<file path="config.mk">
export PLATFORM = sky130hd
export DESIGN_NAME = ctr_block_sequencer
export DESIGN_NICKNAME = d
export VERILOG_FILES = /design/src/rtl/ctr_block_sequencer.sv
export SDC_FILE = /design/constraint.sdc
export NUM_CORES = 1
export LEC_CHECK = 0
export BUFFER_PORTS_ARGS = -buffer_cell sky130_fd_sc_hd__buf_2
export CORE_AREA = 10 10 223 225
export CTS_CLUSTER_DIAMETER = 60
export DETAILED_ROUTE_END_ITERATION = 6
export DIE_AREA = 0 0 233 235
export HOLD_SLACK_MARGIN = 0.15
export PLACE_DENSITY = 0.71
export SYNTH_ARGS = -nofsm -noshare
export SYNTH_HDL_FRONTEND = slang
export SYNTH_SLANG_ARGS = --single-unit
</file>
<file path="constraint.sdc">
create_clock -name clk -period 3.7 [get_ports clk]
set_clock_uncertainty 0.1 [all_clocks]
set_input_delay 0.37 -clock clk [delete_from_list [all_inputs] [get_ports clk]]
set_output_delay 0.37 -clock clk [all_outputs]
set_load 0.03 [all_outputs]
</file>
<file path="src/rtl/ctr_block_sequencer.sv">
// CTR-mode keystream sequencer: owns session key and block counter, launches AES with {IV, counter}.
// Optional NONCE_TIMEOUT_EN macro bounds the AES wait and pulses err on abort.
module ctr_block_sequencer #(
  parameter logic [63:0] IV      = 64'hba23890ace346bf1,
  parameter int          CTR_W   = 64,
  parameter int          TIMEOUT = 64
) (
  input  logic             clk,
  input  logic             reset,
  input  logic             key_valid,
  input  logic [127:0]     key_in,
  output logic             key_ready,
  input  logic             blk_req,
  output logic             blk_gnt,
  output logic             aes_start,
  output logic [127:0]     aes_nonce,
  input  logic             aes_done,
  input  logic [127:0]     aes_dout,
  output logic             ks_valid,
  output logic [127:0]     ks_data,
  input  logic             ks_ready,
  output logic [CTR_W-1:0] ctr_value,
  output logic             exhausted,
  output logic             err
);

  localparam int           PFX_W  = 128 - CTR_W;
  localparam logic [127:0] IV_EXT = {64'd0, IV};

  typedef enum logic [1:0] {IDLE, START, WAIT, HOLD} state_t;

  state_t             state, state_nxt;
  logic [127:0]       key_q;
  logic               key_loaded;
  logic [CTR_W-1:0]   counter;
  logic [PFX_W-1:0]   iv_pfx;
  logic               key_load;
  logic               done_take;

  assign iv_pfx    = IV_EXT[PFX_W-1:0];
  assign ctr_value = counter;
  assign aes_start = (state == START);

`ifdef NONCE_TIMEOUT_EN
  localparam int WC_W = $clog2(TIMEOUT + 1);
  logic [WC_W-1:0] wait_cnt;
  logic            timeout;
`endif

  always_comb begin
    state_nxt = state;
    blk_gnt   = 1'b0;
    key_load  = 1'b0;
    done_take = 1'b0;
`ifdef NONCE_TIMEOUT_EN
    timeout   = 1'b0;
`endif
    case (state)
      IDLE: begin
        // Key loads win over block requests; key_ready is low the first cycle out of reset.
        if (key_valid && key_ready) begin
          key_load = 1'b1;
        end else if (blk_req && !key_valid && key_loaded && !exhausted) begin
          blk_gnt   = 1'b1;
          state_nxt = START;
        end
      end
      START: state_nxt = WAIT;
      WAIT: begin
        if (aes_done) begin
          done_take = 1'b1;
          state_nxt = HOLD;
        end
`ifdef NONCE_TIMEOUT_EN
        else if (wait_cnt == WC_W'(TIMEOUT - 1)) begin
          timeout   = 1'b1;
          state_nxt = IDLE;
        end
`endif
      end
      HOLD: if (ks_ready) state_nxt = IDLE;
      default: state_nxt = IDLE;
    endcase
  end

  always_ff @(posedge clk or negedge reset) begin
    if (!reset) begin
      state      <= IDLE;
      key_ready  <= 1'b0;
      key_q      <= '0;
      key_loaded <= 1'b0;
      counter    <= '0;
      exhausted  <= 1'b0;
      aes_nonce  <= '0;
      ks_valid   <= 1'b0;
      ks_data    <= '0;
    end else begin
      state     <= state_nxt;
      key_ready <= (state_nxt == IDLE);
      if (key_load && (!key_loaded || key_in != key_q)) begin
        key_q      <= key_in;
        key_loaded <= 1'b1;
        counter    <= '0;
        exhausted  <= 1'b0;
      end
      if (blk_gnt) aes_nonce <= {iv_pfx, counter};
      // Counter advances only on completion so an aborted nonce is reissued.
      if (done_take) begin
        ks_data  <= aes_dout;
        ks_valid <= 1'b1;
        if (&counter) exhausted <= 1'b1;
        else          counter   <= counter + CTR_W'(1);
      end
      if (state == HOLD && ks_ready) ks_valid <= 1'b0;
    end
  end

`ifdef NONCE_TIMEOUT_EN
  always_ff @(posedge clk or negedge reset) begin
    if (!reset) begin
      wait_cnt <= '0;
      err      <= 1'b0;
    end else begin
      err      <= timeout;
      wait_cnt <= (state == WAIT) ? wait_cnt + WC_W'(1) : '0;
    end
  end
`else
  assign err = 1'b0;
`endif

endmodule

</file>
# Word-level counts from Yosys, hierarchy flattened
# Cells that the tools add are included.
[op_classes]
addsub = 1
n_reduce_logical = 14
mux = 20
eq_ne = 4
[ops]
columns = ["cell", "n"]
rows = [
  ["$mux W64", 3],
  ["$ne A128 B128 Y1", 1],
  ["$add A64 B1 Y64 const B", 1],
  ["$reduce_and A64 Y1", 1],
  ["$mux W1", 12],
  ["$mux W2", 4],
  ["$pmux W2 S4", 1],
  ["$logic_and A1 B1 Y1", 6],
  ["$eq A2 B2 Y1 const B", 2],
  ["$logic_not A2 Y1", 2],
  ["$logic_not A1 Y1", 3],
  ["$eq A2 B1 Y1 const B", 1],
  ["$reduce_bool A2 Y1", 1],
  ["$logic_or A1 B1 Y1", 1],
]
[word_totals]
input_bits = 262
ff_bits = 391
word_cells = 48

# Depth between registers and ports, before layout
# Gate-level depths: netlist of run 1.
[logic_depth]
ltp_word = 8
depth_mapped = 11
ltp_nobuf = 9

# Worst setup path after synthesis of run 1
# Ideal clock, no wire load.
[synth_path]
kind = "register to register"
startpoint = "register counter[0], in the netlist ctr_value[0]"
endpoint = "register counter[58], in the netlist ctr_value[58]"
path_buffers = 3
slack_ns = 0.651
path_stages_with_launch = 12
required_ns = 3.518
arrival_ns = 2.868
period_less_slack_ns = 3.049
path_cell_list = "dfrtp_1 > ha_1 > nand3_2 > nor4_1 > nand4_2 > nor4b_4 > a31oi_4 > or2_1 > clkbuf_1 > buf_6 > buf_6 > a31oi_2"
[synth_between]
elab_chain_cells = 3
elab_cells_between_ends = 4
classes_between = "add/sub (1); mux (2); reduce/logical (1)"
[synth_rtl]
columns = ["item", "line", "rtl"]
rows = [
  ["start: declaration", "35", "logic [CTR_W-1:0] counter;"],
  ["start signal: assignment", "112", "else counter <= counter + CTR_W'(1);"],
  ["$add A64 B1 Y64 or $reduce_and A64 Y1 (tied branches)", "112, 111", ""],
  ["$mux W64 (*)", "111", "if (&counter) exhausted <= 1'b1;"],
  ["$mux W64 (*)", "108", "if (done_take) begin"],
]
# Every way passes the cells marked *; elsewhere a longest branch is shown, timed or not.
# A chain may end at the register's enable or synchronous reset.

# Worst setup path after layout of run 1
[layout_path]
startpoint = "input key_in[50]"
endpoint = "register key_q[4]"
[layout_between]
elab_chain_cells = 3
[layout_rtl]
columns = ["item", "line", "rtl"]
rows = [
  ["start: declaration", "11", "input logic [127:0] key_in,"],
  ["$ne A128 B128 Y1", "100", "if (key_load && (!key_loaded || key_in != key_q)) begin"],
  ["$logic_or A1 B1 Y1", "100", ""],
  ["$logic_and A1 B1 Y1", "100", ""],
  ["end signal: assignment", "101", "key_q <= key_in;"],
  ["end: declaration", "33", "logic [127:0] key_q;"],
]
# Every way passes these cells.

==> out/qor.yml, run 1 <==
synth_edf_count: 0
power_switching_mw: 7.52
cpMostUsedCell: "buf_4"
grt_max_degree: 107
synth_commonest_cells: "nand2_1, dfrtp_1, inv_1"
path_cells: "dlygate4sd3_1, buf_2, xnor2_1, nand2_1, a2111oi_0, buf_4, nand4_1, nor4_1, buf_4, a21oi_4, buf_4, mux2_2"
yosysWarnings: 0
vias: 17300
gr-total-overflow: 0
powerDensity_nw_per_um2: 715
layout-drive-gt1-share: 0.278
rsz0062_at_grt: "false"
clock-sinks: 391
r2r_slack_ns: 0.32
vias_per_cell: 5.16
antenna_found_initial: 8
yosysMostFrequentCell: "nand2_1"
cp_slowest_cell: "a2111oi_0"
holdCritStartpoint: "key_valid"
slew_headroom: 0.295
fin_setup_tns_ns: 0
period_needed_ns: 3.45
drc: 0
critical_path.max_fanout: 86
worstReg2RegEnd: "key_q[4]"
rr_startpoint: "key_q[50]"
synthDominantAreaCellType: "dfrtp_1"
synthCells: 1925
tightest_slew_ns: 1.06
start_util: 0.397
area_delta_synth_final_pct: 40.8
grt_pass1_wl_um: 106000
met3_usage: 0.0704
layout.nets: 2963
fmax_ghz: 0.289
yosys-top-cells-area: "dfrtp_1, nand2_1, mux2_2, buf_4, o21ai_0"
gp_congestion: 0.916
p_seq_frac: 0.368
dieHeight_um: 235
cts_resized: 0
grt_pass1_vias: 17800
finalCritPeriodShare: 0.934
synth_top_area_frac: 0.547
drtIter0Drc: 1662
crit_path_end_kind: "flip-flop"
crit_arrival_ns: 3.80
wl_per_cell_um: 20.6
avgSynthCellArea_um2: 9.29
crit_family: "buffers and inverters"
intPower_mw: 10.5
dieArea_um2: 54800
use_met2: 0.412
sw_frac_of_total: 0.418
p_total_mw: 18.0
clk_pin_slew_worst_paths_ns: 0.06
power_frac_comb: 0.383
synth-seq-cells: 391
whs_endpoint: "key_loaded"
synth_cell_type_count: 61
holdCritPathClass: "in -> reg"
post_cts_buffers: 0
core_um2: 45100
hold_viol_final: 0
crit_type: "in -> reg"
busiest_layer: "met2"
rows: 78
gr-usage-all-layers: 0.244
crit_required_ns: 4.05
io_pins: 588
die_x_um: 233
cts_tree: "done"
async_reset_ff_frac: 1.00
ctsHtreeMaxLevel: 2
grt_use_met1: 0.286
hold_depth: 3
reg2regPathDepth: 10
clock_latency_ns: 0.57
pwr-share-clk: 0.249
first_pass_iters: 6
numCtsBuffers: 45
drtAntennaViolNets: 0
ys_seq_area_frac: 0.547
leakagePower_nw: 13.2
synth_top_flop_cell: "dfrtp_1"
netlist_area_um2: 17900
drt_wl_total_um: 68700
root_buffer: "clkbuf_16"
cts_max_path_buffers: 3
crit_buf_inv: 5
fin_cells: 3342
peakVddDrop_v: 0.000670
place_hpwl_um: 45700
status: "completed"
dp_cells: 2994
slowest_delay_ns: 0.62
crit_path_start_kind: "input port"
cap_viol_max_count: 0
slew_violations: 0
setup_viol: 0
io_buffer_count: 553
-- how the worst max path moves through the flow --
stage | startpoint | to | slack (ns) | cells after the start
2_1_floorplan | ctr_value[0] | ctr_value[58] | 0.65 | 11
3_3_place_gp | key_in[59] | key_q[55] | 0.41 | 11
3_5_place_dp | key_in[7] | key_q[21] | 0.34 | 9
4_1_cts | key_in[59] | key_q[21] | 0.39 | 12
5_1_grt | key_in[50] | key_q[56] | 0.10 | 13
6_report | key_in[50] | key_q[4] | 0.25 | 12
-- layout by cell type, fill, tap and decap left out, drive strengths merged, types with 53 or more instances in the layout --
cell type | Yosys | routed
nand2 | 680 | 680
buf | 77 | 583
dfrtp | 391 | 391
dlygate4sd3 | 0 | 259
inv | 84 | 89
mux2 | 82 | 82
o21ai | 77 | 77
clkbuf | 70 | 62
nor2 | 54 | 54
a31oi | 53 | 53
-- through the flow --
stage               setup slack [ns]   util  hold slack, ns  instance area [µm²]
floorplan                      0.651      -         -0.0256                18000
global placement               0.413  0.468           0.353                21100
detailed placement             0.342  0.468           0.356                21100
CTS                            0.393  0.558           0.158                25200
global route                   0.101  0.558           0.168                25200
finish                         0.245  0.558           0.153                25200
-- logic make-up (layout without fill, tap and decap cells) --
kind of cell	count (synthesis)	after routing	share of synthesized area
adders and majority gates	1	1	0.000699
and+or+nand+nor	912	912	0.217
muxes	83	83	0.0522
other	1	43	0.000210
DFF	391	391	0.547
buffers and inverters	231	1006	0.0633
xor gates and xnor gates	52	52	0.0255
AOI/OAI and AO/OA	254	254	0.0941
-- power by group through the flow --
stage / clock, mW / combinational, mW / sequential, mW
floorplan: 0 / 3.11 / 7.93
global placement: 0 / 6.40 / 6.51
global route: 4.74 / 7.38 / 6.77
finish: 4.48 / 6.88 / 6.62
CTS: 4.54 / 6.76 / 6.54
detailed placement: 0 / 6.53 / 6.57
-- routing by layer --
| metal | part of all wire | vias up |
|---|---|---|
| met5 | 0 | - |
| met4 | 0.037 | 0 |
| met3 | 0.095 | 152 |
| met2 | 0.50 | 938 |
| met1 | 0.37 | 8299 |
| li1 | - | 7867 |
-- final cells by class --
type | count | area [µm²]
fillers | 3774 | 19900
flip-flops and latches | 391 | 9780
multi-input cells | 1336 | 7110
repair buffers | 842 | 5710
clock buffers | 62 | 1320
well taps | 600 | 751
inverters | 84 | 315
clock inverters | 18 | 164
diodes | 9 | 22.5
-- worst reg2reg max path: stages, from the launching register on --
cell       delay, ns
dfrtp_1         0.40
xnor2_1         0.19
nand2_1         0.19
a2111oi_0       0.62
buf_4           0.24
nand4_1         0.08
nor4_1          0.35
buf_4           0.18
a21oi_4         0.06
buf_4           0.43
mux2_2          0.42
-- timing repair --
| action | in CTS | in global routing |
|---|---|---|
| setup endpoints to repair | 0 | 0 |
| endpoints found under the hold margin | 358 | 0 |
| hold buffers | 259 | 0 |
-- state kept, by name, indices dropped and copies added (netlist names) --
register    flops
ks_valid        1
key_loaded      1
ks_data       128
exhausted       1
state           2
aes_nonce      65
ctr_value      64
key_ready       1
key_q         128
Power figures use the tool's default switching activity.
==> run 2: changes to the inputs <==
==> constraint.sdc (replaced) <==
create_clock -name clk -period 3.7 [get_ports clk]
set_clock_uncertainty 0.1 [all_clocks]
set_input_delay 0.37 -clock clk [delete_from_list [all_inputs] [get_ports clk]]
set_output_delay 0.37 -clock clk [all_outputs]
set_load 0.005 [all_outputs]
==> run 2 against run 1 <==
Against the previous run: die area did not move; highest routed layer unchanged; final cell count fell by 0.12%; largest power group is now sequential cells; maximum frequency rose by 2.1%; routed wire length fell by 0.59%; critical path depth fell by 1; clock power fell by 4%; via count barely moved; power fell by 11%; critical endpoint is now ctr_value[26].
==> out/qor.yml, run 2 (synthesized netlist as in run 1, its figures left out) <==
dp_worst_setup_slack_ns: 0.328
ctsHtreeMaxLevel: 2
powerDensity_nw_per_um2: 640
gr-usage-all-layers: 0.242
cts_tree: "done"
crit_type: "in -> reg"
cts_max_path_buffers: 3
drtIter0Drc: 1371
leakagePower_nw: 13.1
mostFrequentLayoutCell: "nand2_1"
vias: 17300
post_cts_buffers: 0
reg2regPathDepth: 9
drtAntennaViolNets: 0
gr-total-overflow: 0
period_needed_ns: 3.38
grt_max_degree: 113
worstReg2RegEnd: "ctr_value[26]"
clk_pin_slew_worst_paths_ns: 0.06
crit_path_end_kind: "flip-flop"
holdCritPathClass: "in -> async"
fin_setup_tns_ns: 0
gp_congestion: 0.933
finalCritPeriodShare: 0.914
tightest_slew_ns: 0.805
first_pass_iters: 6
place_hpwl_um: 45500
hold_viol_final: 0
clock-sinks: 391
numCtsBuffers: 44
setup_viol: 0
area_delta_synth_final_pct: 40.2
root_buffer: "clkbuf_16"
start_util: 0.397
clock_latency_ns: 0.57
wl_per_cell_um: 20.5
crit_arrival_ns: 3.77
cts_resized: 0
cap_viol_max_count: 0
crit_path_start_kind: "input port"
reg_top3: "key_q x128, ks_data x128, aes_nonce x65"
io_pins: 588
hold_buffers: 260
grt_pass1_vias: 17800
slew_violations: 0
layout.nets: 2958
fillers: 3772
crit_required_ns: 4.09
layout-drive-gt1-share: 0.273
fmax_ghz: 0.296
rsz0062_at_grt: "false"
slew_headroom: 0.463
r2r_slack_ns: 0.44
rr_startpoint: "key_q[55]"
drc: 0
grt_pass1_wl_um: 105000
dieHeight_um: 235
drt_wl_total_um: 68300
core_um2: 45100
io_buffer_count: 553
rows: 78
final_cell_mix: "nand2_1, buf_2, dfrtp_1"
peakVddDrop_v: 0.000482
antenna_found_initial: 7
fin_ws_ns: 0.318
critical_path.max_fanout: 49
dieArea_um2: 54800
vias_per_cell: 5.17
die_x_um: 233
status: "completed"
==> run 2: cell count changes in the layout (fill, tap and decap cells not counted), moves of 5 or more <==
cell / change
clkbuf_8: -5
clkinv_2: -5
buf_4: -6
clkbuf_1: +11
==> run 2: critical path: stages <==
cell and delay [ns]:
dlygate4sd3_1 0.53, buf_2 0.14, nor2b_1 0.14, a2111o_1 0.42
a2111oi_0 0.45, nand4_1 0.15, nor4_1 0.52, a21oi_4 0.28
or2_1 0.32, buf_12 0.21, a31oi_1 0.21
==> run 2: report_power, final <==
group / internal [mW] / switching, mW
registers: 5.68 / 0.943
clock network: 2.48 / 1.82
logic: 2.18 / 2.93
==> run 2: through the flow <==
stage | utilization | instance area, µm² | power [mW] | cells | hold slack (ns)
floorplan | - | 18000 | 9.28 | 1958 | -0.0256
CTS | 0.556 | 25100 | 15.9 | 3329 | 0.364
global route | 0.556 | 25100 | 16.9 | 3336 | 0.397
finish | 0.556 | 25100 | 16.0 | 3338 | 0.332
detailed placement | 0.467 | 21100 | 11.3 | 2989 | 0.357
global placement | 0.467 | 21100 | 11.1 | 2989 | 0.353
==> run 2: area by class of cell <==
cell class              instances  area, µm²  area share
inverters                      84        315      0.0126
multi-input cells            1336       7110       0.284
flip-flops and latches        391       9780       0.390
repair buffers                838       5690       0.227
clock inverters                12        108     0.00429
clock buffers                  68       1290      0.0515
diodes                          9       22.5    0.000898
well taps                     600        751      0.0299
==> run 2: how the worst max path moves through the flow <==
stage                  from       endpoint  slack [ns]  cells past startpoint
2_1_floorplan  ctr_value[0]  ctr_value[58]        0.87                     11
3_3_place_gp      key_in[7]  ctr_value[42]        0.47                     10
3_5_place_dp      key_in[7]  ctr_value[12]        0.33                     10
4_1_cts           key_in[7]  ctr_value[26]        0.38                     11
5_1_grt           key_in[7]  ctr_value[25]        0.09                     11
6_report          key_in[7]  ctr_value[26]        0.32                     11
==> run 2: metal layers <==
metal	up-vias	track usage	part of all wire
met5	-	0	0
met2	909	0.402	0.49
met3	186	0.0684	0.091
met1	8312	0.278	0.37
li1	7853	-	-
met4	0	0.129	0.051
==> run 3: changes to the inputs <==
--- a/config.mk
+++ b/config.mk
@@ -12,6 +12,8 @@
 export DIE_AREA = 0 0 233 235
 export HOLD_SLACK_MARGIN = 0.15
 export PLACE_DENSITY = 0.71
+export RECOVER_POWER = 100
+export SLEW_MARGIN = 20
 export SYNTH_ARGS = -nofsm -noshare
 export SYNTH_HDL_FRONTEND = slang
 export SYNTH_SLANG_ARGS = --single-unit
==> run 3 against run 2 <==
Against the previous run: the flow now finishes with violations (capacitance limit, slew limit); power shrank 1.4%; non-clock buffer count unchanged; die area unchanged; global-route usage did not move; via count is essentially flat; critical endpoint is now key_q[74]; largest cell class unchanged.
==> out/qor.yml, run 3 (synthesized netlist as in run 1, its figures left out) <==
holdCritPathClass: "reg -> reg"
crit_type: "in -> reg"
hold_viol_final: 0
r2r_slack_ns: 0.37
power_switching_mw: 5.68
io_pins: 588
layout-drive-gt1-share: 0.173
timing.critical_path.to: "key_q[74]"
status: "finished, violations left"
dieArea_um2: 54800
crit_path_start_kind: "input port"
reg2regPathDepth: 9
path_cells: "dlygate4sd3_1, clkbuf_1, nor2b_1, a2111o_1, a2111oi_0, nand4_1, nor4_1, a21oi_2, buf_6, mux2_2"
numCtsBuffers: 44
clk_pin_slew_worst_paths_ns: 0.06
layout.nets: 2958
final_cell_mix: "nand2_1, dfrtp_1, buf_2"
leakagePower_nw: 12.1
cts_tree: "done"
p_seq_frac: 0.420
rsz0062_at_grt: "false"
fin_setup_tns_ns: 0
crit_arrival_ns: 3.75
tightest_slew_ns: 2.61
power_frac_comb: 0.308
gr-usage-all-layers: 0.242
place_hpwl_um: 45500
post_cts_buffers: 0
fillers: 3942
hold_buffers: 260
core_um2: 45100
slew_violations: 184
grt_pass1_vias: 17800
cap_viol_max_count: 3
violations: "capacitance limit, slew limit"
grt_pass1_wl_um: 105000
critical_path.max_fanout: 80
dieHeight_um: 235
ctsHtreeMaxLevel: 2
final_util: 0.547
cp-startpoint: "key_in[7]"
cts_max_path_buffers: 3
finalCritPeriodShare: 0.921
clock_latency_ns: 0.57
gr-total-overflow: 0
drc: 0
die_x_um: 233
clock-sinks: 391
holdWs_ns: 0.368
pwr-share-clk: 0.272
wl_per_cell_um: 20.4
gp_congestion: 0.933
rows: 78
fmax_ghz: 0.293
cp_slowest_cell: "dlygate4sd3_1"
drtAntennaViolNets: 0
period_needed_ns: 3.41
intPower_mw: 10.1
powerDensity_nw_per_um2: 641
slowest_delay_ns: 0.54
drtIter0Drc: 1420
crit_path_end_kind: "flip-flop"
slew_headroom: -0.737
io_buffer_count: 553
p_total_mw: 15.8
reg_top3: "key_q x128, ks_data x128, aes_nonce x65"
root_buffer: "clkbuf_16"
mostFrequentLayoutCell: "nand2_1"
cts_resized: 0
setup_viol: 0
start_util: 0.397
sw_frac_of_total: 0.359
vias_per_cell: 5.17
worstReg2RegEnd: "ctr_value[51]"
grt_max_degree: 113
rr_startpoint: "ctr_value[0]"
area_delta_synth_final_pct: 37.9
antenna_found_initial: 7
vias: 17300
drt_wl_total_um: 68000
peakVddDrop_v: 0.000462
crit_required_ns: 4.05
first_pass_iters: 5
==> run 3: cell types whose count changed in the layout (fill, tap and decap cells not counted), sizes merged <==
| cell | change |
|---|---|
| clkbuf | +271 |
| buf | -271 |
==> run 3: per-stage QoR <==
stage	cell area [µm²]	setup slack, ns	std cells
6_report	24700	0.291	3338
5_1_grt	24700	0.0622	3336
4_1_cts	25100	0.376	3329
3_5_place_dp	21100	0.328	2989
3_3_place_gp	21100	0.470	2989
2_1_floorplan	18000	0.868	1958
==> run 3: cell type report <==
class,instances,area [µm²],area share
antenna,9,22.5,0.000913
multi-input combinational,1336,7070,0.287
timing repair buffer,838,5320,0.216
clock buffer,68,1290,0.0524
sequential,391,9780,0.397
tap,600,751,0.0304
clock inverter,12,108,0.00436
inverter,84,315,0.0128
==> run 3: how the worst min path moves through the flow <==
stage | from | to | depth (start not counted)
floorplan | reset | aes_nonce[0] | 0
global placement | aes_nonce[7] | aes_nonce[7] | 2
detailed placement | aes_nonce[36] | aes_nonce[36] | 2
CTS | reset | key_q[45] | 2
global route | aes_nonce[5] | aes_nonce[5] | 2
finish | aes_nonce[1] | aes_nonce[1] | 2
==> run 3: critical path: cells and delay by family <==
| kind | cells | cell delay, ns |
|---|---|---|
| compound gates | 3 | 1.21 |
| simple gates | 3 | 0.71 |
| buf+inv | 3 | 1.04 |
| mux | 1 | 0.36 |
==> run 3: routing by layer <==
layer  track usage  part of all wire  up-vias  routed length, µm
met5             0                 0        -                  0
met4         0.129             0.052        0               3540
li1              -                 -     7857                  -
met3        0.0684             0.092      188               6240
met1         0.278              0.36     8294              24800
met2         0.402              0.49      920              33400
==> run 3: power groups by stage <==
stage          Clock (mW)  Sequential, mW  Combinational [mW]
3_3_place_gp            0            6.51                4.61
5_1_grt              4.55            6.79                5.35
4_1_cts              4.35            6.54                4.97
6_report             4.30            6.64                4.87
3_5_place_dp            0            6.57                4.74
2_1_floorplan           0            6.52                2.75
